## src/rtl/memory_access.sv

```systemverilog
// memory_access: MEM stage, one req/ack data-memory transaction per instruction.
// Define MISALIGN_TRAP_EN to trap misaligned H/W accesses instead of issuing them.
module memory_access #(
    parameter int unsigned ACK_TIMEOUT = 255
) (
    input  logic        clk,
    input  logic        rst,
    input  logic        in_valid,
    input  logic [31:0] alu_result,
    input  logic [31:0] rs2_value,
    input  logic [2:0]  funct3,
    input  logic        in_MemRead,
    input  logic        in_MemWrite,
    input  logic        in_RegWrite,
    input  logic [4:0]  in_RegDest,
    output logic        stall,
    output logic        mem_req,
    output logic        mem_we,
    output logic [31:0] mem_addr,
    output logic [31:0] mem_wdata,
    output logic [3:0]  mem_wstrb,
    input  logic [31:0] mem_rdata,
    input  logic        mem_ack,
    output logic        wb_valid,
    output logic        wb_RegWrite,
    output logic [4:0]  wb_RegDest,
    output logic [31:0] wb_data,
    output logic        bus_err,
    output logic        exc_misalign
);

    typedef enum logic {IDLE, ACCESS} state_t;

    localparam logic [31:0] TLIM = 32'(ACK_TIMEOUT);

    state_t      state;
    state_t      nextState;

    logic [31:0] capAddr;
    logic [31:0] capWdata;
    logic [3:0]  capWstrb;
    logic        capWe;
    logic [2:0]  capFunct3;
    logic [4:0]  capDest;
    logic        capRegWrite;
    logic [31:0] toCnt;

    logic        inAccess;
    logic        isMem;
    logic        sizeB;
    logic        sizeH;
    logic        misalign;
    logic        timeoutHit;
    logic [31:0] stWdata;
    logic [3:0]  stWstrb;
    logic [7:0]  byteLane;
    logic [15:0] halfLane;
    logic [31:0] loadData;

    assign isMem = in_MemRead | in_MemWrite;
    // funct3[1:0] picks the size; 011/110/111 fall through to word
    assign sizeB = (funct3[1:0] == 2'b00);
    assign sizeH = (funct3[1:0] == 2'b01);

`ifdef MISALIGN_TRAP_EN
    assign misalign = isMem &
                      ((sizeH & alu_result[0]) |
                       (!sizeB & !sizeH & (alu_result[1:0] != 2'b00)));
`else
    assign misalign = 1'b0;
`endif

    always_comb begin
        stWdata = rs2_value;
        stWstrb = 4'b1111;
        unique case (1'b1)
            sizeB: begin
                stWdata = {4{rs2_value[7:0]}};
                stWstrb = 4'b0001 << alu_result[1:0];
            end
            sizeH: begin
                stWdata = {2{rs2_value[15:0]}};
                stWstrb = 4'b0011 << {alu_result[1], 1'b0};
            end
            default: ;
        endcase
    end

    assign byteLane = mem_rdata[{capAddr[1:0], 3'b000} +: 8];
    assign halfLane = capAddr[1] ? mem_rdata[31:16] : mem_rdata[15:0];

    always_comb begin
        loadData = mem_rdata;
        unique case (capFunct3)
            3'b000:  loadData = {{24{byteLane[7]}}, byteLane};
            3'b100:  loadData = {24'd0, byteLane};
            3'b001:  loadData = {{16{halfLane[15]}}, halfLane};
            3'b101:  loadData = {16'd0, halfLane};
            default: loadData = mem_rdata;
        endcase
    end

    always_ff @(posedge clk or posedge rst) begin
        if (rst) begin
            state <= IDLE;
        end else begin
            state <= nextState;
        end
    end

    always_comb begin
        nextState  = state;
        timeoutHit = 1'b0;
        unique case (state)
            IDLE: begin
                if (in_valid && isMem && !misalign) begin
                    nextState = ACCESS;
                end
            end
            ACCESS: begin
                // an ack on the limit cycle still completes normally
                if (mem_ack) begin
                    nextState = IDLE;
                end else if ((TLIM != 32'd0) && (toCnt + 32'd1 == TLIM)) begin
                    timeoutHit = 1'b1;
                    nextState  = IDLE;
                end
            end
            default: nextState = IDLE;
        endcase
    end

    assign inAccess  = (state == ACCESS);
    assign stall     = inAccess;
    assign mem_req   = inAccess;
    assign mem_we    = inAccess & capWe;
    assign mem_addr  = inAccess ? {capAddr[31:2], 2'b00} : 32'd0;
    assign mem_wdata = inAccess ? capWdata : 32'd0;
    assign mem_wstrb = inAccess ? capWstrb : 4'd0;

    always_ff @(posedge clk or posedge rst) begin
        if (rst) begin
            capAddr      <= '0;
            capWdata     <= '0;
            capWstrb     <= '0;
            capWe        <= 1'b0;
            capFunct3    <= '0;
            capDest      <= '0;
            capRegWrite  <= 1'b0;
            toCnt        <= '0;
            wb_valid     <= 1'b0;
            wb_RegWrite  <= 1'b0;
            wb_RegDest   <= '0;
            wb_data      <= '0;
            bus_err      <= 1'b0;
            exc_misalign <= 1'b0;
        end else begin
            wb_valid     <= 1'b0;
            bus_err      <= 1'b0;
            exc_misalign <= 1'b0;
            unique case (state)
                IDLE: begin
                    toCnt <= '0;
                    if (in_valid) begin
                        if (!isMem || misalign) begin
                            wb_valid     <= 1'b1;
                            wb_RegDest   <= in_RegDest;
                            wb_data      <= alu_result;
                            wb_RegWrite  <= !isMem && in_RegWrite &&
                                            (in_RegDest != 5'd0);
                            exc_misalign <= misalign;
                        end else begin
                            capAddr     <= alu_result;
                            capWdata    <= in_MemWrite ? stWdata : 32'd0;
                            capWstrb    <= in_MemWrite ? stWstrb : 4'd0;
                            capWe       <= in_MemWrite;
                            capFunct3   <= funct3;
                            capDest     <= in_RegDest;
                            capRegWrite <= in_RegWrite;
                        end
                    end
                end
                ACCESS: begin
                    if (mem_ack) begin
                        toCnt       <= '0;
                        wb_valid    <= 1'b1;
                        wb_RegDest  <= capDest;
                        wb_data     <= capWe ? capAddr : loadData;
                        wb_RegWrite <= !capWe && capRegWrite &&
                                       (capDest != 5'd0);
                    end else if (timeoutHit) begin
                        toCnt       <= '0;
                        wb_valid    <= 1'b1;
                        bus_err     <= 1'b1;
                        wb_RegDest  <= capDest;
                        wb_data     <= capAddr;
                        wb_RegWrite <= 1'b0;
                    end else begin
                        toCnt <= toCnt + 32'd1;
                    end
                end
                default: ;
            endcase
        end
    end

endmodule
```

## config.mk

```make
export PLATFORM = sky130hd
export DESIGN_NAME = memory_access
export DESIGN_NICKNAME = d
export VERILOG_FILES = /design/src/rtl/memory_access.sv
export SDC_FILE = /design/constraint.sdc
export NUM_CORES = 1
export LEC_CHECK = 0
export CORE_MARGIN = 10
export CORE_UTILIZATION = 35
export CTS_BUF_LIST = sky130_fd_sc_hd__clkbuf_2 sky130_fd_sc_hd__clkbuf_4 sky130_fd_sc_hd__clkbuf_8
export DETAILED_ROUTE_END_ITERATION = 8
export SETUP_SLACK_MARGIN = 0.05
export SYNTH_ARGS = -nofsm -noshare
export SYNTH_HDL_FRONTEND = slang
export SYNTH_SLANG_ARGS = --single-unit
```

## constraint.sdc

```tcl
create_clock -name clk -period 13.8 [get_ports clk]
set_input_delay 2.76 -clock clk [delete_from_list [all_inputs] [get_ports clk]]
set_output_delay 2.76 -clock clk [all_outputs]
set_load 0.1 [all_outputs]
```

# After elaboration in Yosys (flattened, before gate mapping)
# Cells that the tools add are included.
[word_totals]
word_cells = 84
ff_bits = 151
[classes]
reduce_logical = 13
eq_ne = 8
n_addsub = 1
shifts = 3
n_bitwise = 3
n_mux = 42
[ops]
columns = ["operator", "count"]
rows = [
  ["32-bit 2-to-1 mux", 10],
  ["32-bit one-hot mux with 2 select lines", 3],
  ["32-bit one-hot mux with 4 select lines", 1],
  ["32-bit by 1-bit adder with 32-bit output (second input constant)", 1],
  ["32-bit by 8-bit equality test with 1-bit output (second input constant)", 1],
  ["32-bit by 6-bit variable part select with 8-bit output", 1],
  ["5-bit 2-to-1 mux", 4],
  ["1-bit 2-to-1 mux", 16],
  ["16-bit 2-to-1 mux", 1],
  ["5-bit one-hot mux with 2 select lines", 1],
  ["5-bit nonzero test", 2],
  ["4-bit 2-to-1 mux", 2],
  ["4-bit one-hot mux with 2 select lines", 1],
  ["3-bit equality test (second input constant)", 2],
  ["1-bit one-hot mux with 2 select lines", 3],
  ["3-bit AND reduction", 2],
  ["1-bit logical AND", 5],
  ["2-bit != test (second input constant)", 2],
  ["1-bit by 2-bit << shifter with 4-bit output (first input constant)", 1],
  ["2-bit by 2-bit << shifter with 4-bit output (first input constant)", 1],
  ["3-bit by 1-bit equality test with 1-bit output (second input constant)", 1],
  ["3-bit logical NOT", 1],
  ["3-bit by 2-bit != test with 1-bit output (second input constant)", 1],
  ["2-bit by 1-bit equality test with 1-bit output (second input constant)", 1],
  ["other kinds (5)", 6],
]

# Logic depth before layout (Yosys ltp)
[logic_depth]
word_depth = 8
mapped_depth = 12
ltp_nobuf = 10

# Least setup slack after synthesis
# Ideal clock, no wire load.
[synth_timing]
path_type = "reg-to-output"
from = "register state (netlist: mem_req)"
to = "output port mem_addr[29]"
t_required_ps = 11040
slack_ps = 8477
arrival_time_ps = 2563
stages_incl_launch_ff = 5
path_buffers = 3
cell_sequence = "dfrtp_1 > clkbuf_1 > clkbuf_1 > clkbuf_1 > and2_1"
[synth_via]
elab_chain_cells = 1
[synth_rtl]
columns = ["item", "line_no", "source"]
rows = [
  ["from (decl)", "36", "state_t state;"],
  ["from (signal assigned)", "107", "state <= nextState;"],
  ["32-bit 2-to-1 mux", "137", "assign mem_addr = inAccess ? {capAddr[31:2], 2'b00} : 32'd0;"],
  ["to (decl)", "19", "output logic [31:0] mem_addr,"],
]
# Every way passes these cells.

# Final worst setup path
[layout_timing]
from = "register state (netlist: mem_req)"
to = "output port mem_addr[4]"
# Same word-level chain as after synthesis.

==> results.yml <==
cts:
  numCtsBuffers: 17
  cts_resized: 0
  cts.path.max_buffers: 2
  tritoncts: "built"
  clockRootBuffer: "clkbuf_8"
  hold_buffers: 0
  h-tree-depth: 4
  clock_latency_ns: 0.46
  clk_pin_slew_worst_paths_ns: 0.09
  post_cts_buffers: 0
  cts_sinks: 151
setup_path:
  path_cells: "and2_1, clkdlybuf4s50_1"
  critPathArrivalTime_ns: 3.06
  cp_num_cells: 2
  path_class: "flip-flop to output port"
  cp_max_fo: 113
  worstSetupStartpoint: "mem_req$_DFF_PP0_"
  critPathMaxStageDelay_ns: 1.15
  crit_buf_inv: 1
  cp-start-kind: "flip-flop"
  r2r-start: "mem_req$_DFF_PP0_"
  cpMaxStageDelayCell: "clkdlybuf4s50_1"
  reg2regPathDepth: 4
  cp.required_ns: 11.04
  endpoint_kind: "output port"
  critPathTopFamily: "buffers and inverters"
floorplan:
  die_w_um: 175.3
  die_area_mm2: 0.03074
  start_util_pct: 35.76
  core_mm2: 0.02361
  ios: 223
  row_count: 56
  fp.dieH_um: 175.3
sta:
  slew-limit-headroom_pct: 21.75
  finalHoldViolations: 0
  max_freq_ghz: 0.1717
  slew_viol_final: 0
  fin_crit_ns: 5.823
  period_share_pct: 42.20
  rsz0062_at_grt: "false"
  finClkSkew_ns: 0.01530
  setup_viol: 0
  tns_ns: 0
  worst_pin_slew_ns: 1.167
detailed_routing:
  wl_per_cell_um: 20.32
  drt_iter0_drc: 476
  drc_errors: 0
  viasPerCell: 5.178
  routed_wl_um: 28140
  vias: 7171
  dr.pass1.iters: 5
  ant_nets: 0
placed_design:
  dp_cells: 1350
  gp_congestion: 0.8906
  hpwl_um: 20110
  io_buffers: 219
synth:
  async_reset_ff_share_pct: 100.0
  synth_cells: 867
  ys_ff_latch: 151
  synthFlopType: "dfrtp_1"
  syn_area_mm2: 0.008443
  yosys_warnings: 0
  synth.area.top_cells: "dfrtp_1 45%, mux2_2 9.7%, and2_1 5.2%, mux2i_1 3.7%, o21ai_0 3.7%"
  synth_area_per_cell_um2: 9.738
  synth_top_area_share_pct: 44.75
  synth_seq_area_share_pct: 44.75
  synth_edf_count: 0
  synth_cell_types: 68
  yosys.area.top_type: "dfrtp_1"
cells_and_area:
  final_common_cell: "clkdlybuf4s50_1"
  stdcell_count: 1385
  nNetsFinal: 1163
  drive_gt1_share_pct: 12.32
  area_delta_synth_final_pct: 33.34
  final_cell_mix: "219 x clkdlybuf4s50_1, 150 x dfrtp_1, 73 x nor2_1, 73 x mux2_2, 70 x and2_1"
outcome:
  status: "complete, no violations"
min_path:
  whs_path_depth: 2
  min_from: "capWdata[23]$_DFFE_PP0P_"
  min_path_type: "flip-flop to flip-flop"
grt:
  grt_pass1_vias: 7389
  grtUsageMet3_pct: 4.632
  grt_max_degree: 114
  track_usage_pct: 18.03
  antenna_found_initial: 3
  grt_pass1_wl_um: 43780
  globalRouteMet2Util_pct: 28.56
  grt.busiest_layer: "met2"
  met1_usage_pct: 23.13
  grt_overflow: 0
flow_run:
  cap_violations: 0
pwr:
  finalPower_mw: 1.995
  peakVddDrop_v: 0.0001397
  p_per_area_mw_per_mm2: 177.2
  leakagePower_nw: 4.429
## report_power, final
group	switching, mW	internal (mW)	total (mW)
clock network	0.190	0.168	0.357
logic	0.745	0.273	1.02
registers	0.0803	0.540	0.620
## cell type report
cell class | instances | area [um^2]
Antenna cell | 3 | 7.507
Clock buffer | 18 | 241.5
Clock inverter | 14 | 162.7
Fill cell | 2256 | 12350
Inverter | 13 | 53.80
Multi-Input combinational cell | 638 | 4344
Sequential cell | 151 | 3782
Tap cell | 319 | 399.1
Timing Repair Buffer | 229 | 2267
## cells by family after synthesis
group                      Yosys count  share of synthesized area, %
adders and majority gates            2                        0.2963
AOI/OAI and AO/OA                  186                         14.03
and+or+nand+nor                    302                         18.72
DFF                                151                         44.75
other                                1                       0.04441
buffers and inverters               80                         4.194
xor gates and xnor gates            31                         3.216
muxes                              114                         14.75
## metal layers
layer	vias up	part of all wire, %
met5	-	0
met4	0	3.0
met3	40	5.3
met2	190	47
met1	3513	45
li1	3428	-
## final timing paths
| kind | endpoint | slack [ns] |
|---|---|---|
| worst max-delay path | mem_addr[4] | 7.98 |
| worst min-delay path | capWdata[23]$_DFFE_PP0P_ | 0.48 |
| worst max register to register | wb_data[24]$_DFFE_PP0P_ | 9.88 |
| worst min register to register | capWdata[23]$_DFFE_PP0P_ | 0.48 |
| max in group asynchronous | capAddr[29]$_DFFE_PP0P_ | 9.62 |
| min in group asynchronous | capWdata[30]$_DFFE_PP0P_ | 2.82 |
## worst register-to-register path, cell delays in order, from the launching register on
cell and delay (ns):
dfrtp_4 1.07, clkinv_1 1.36, o21bai_4 0.42, buf_4 0.55, mux2_2 0.43
## Yosys cell counts (3+ instances only)
library cell / n
or3_1: 3
buf_2: 6
nand2b_1: 8
clkbuf_2: 4
o2bb2ai_1: 21
xor2_1: 10
mux2_1: 10
inv_1: 12
a22o_1: 8
o31ai_1: 3
or4_1: 6
nor4_1: 6
nor3_1: 12
mux2i_1: 31
xnor2_1: 21
and3_1: 6
o22ai_1: 4
nand3b_1: 5
mux2_2: 73
a211oi_1: 8
buf_4: 6
a21oi_1: 50
nand4_1: 13
a31oi_1: 5
nor2_1: 73
nand3_1: 21
nor3b_1: 3
and2_1: 70
o21ai_0: 62
nand2_1: 57
dfrtp_1: 151
clkbuf_1: 47
nor2b_1: 8
## flip-flops by register name (all words and copies together) (netlist names)
signal and flops:
capAddr 32, capWdata 32, toCnt 32, wb_data 32, capDest 5, wb_RegDest 5
capWstrb 4, capFunct3 3, bus_err 1, capRegWrite 1, capWe 1, mem_req 1
wb_RegWrite 1, wb_valid 1
## through the flow
stage / instance area, um^2 / hold WS, ns / setup WS (ns) / utilization, %
final: 11260 / 0.4805 / 7.977 / 47.68
after global routing: 11260 / 0.4935 / 7.827 / 47.68
after CTS: 11250 / 0.4839 / 7.934 / 47.65
after detailed placement: 10850 / 0.4628 / 8.423 / 45.94
after global placement: 10850 / 0.4527 / 8.424 / 45.94
after floorplan: 8451 / 0.4418 / 6.975 / -
No activity file was read; power rests on OpenSTA's default activity.
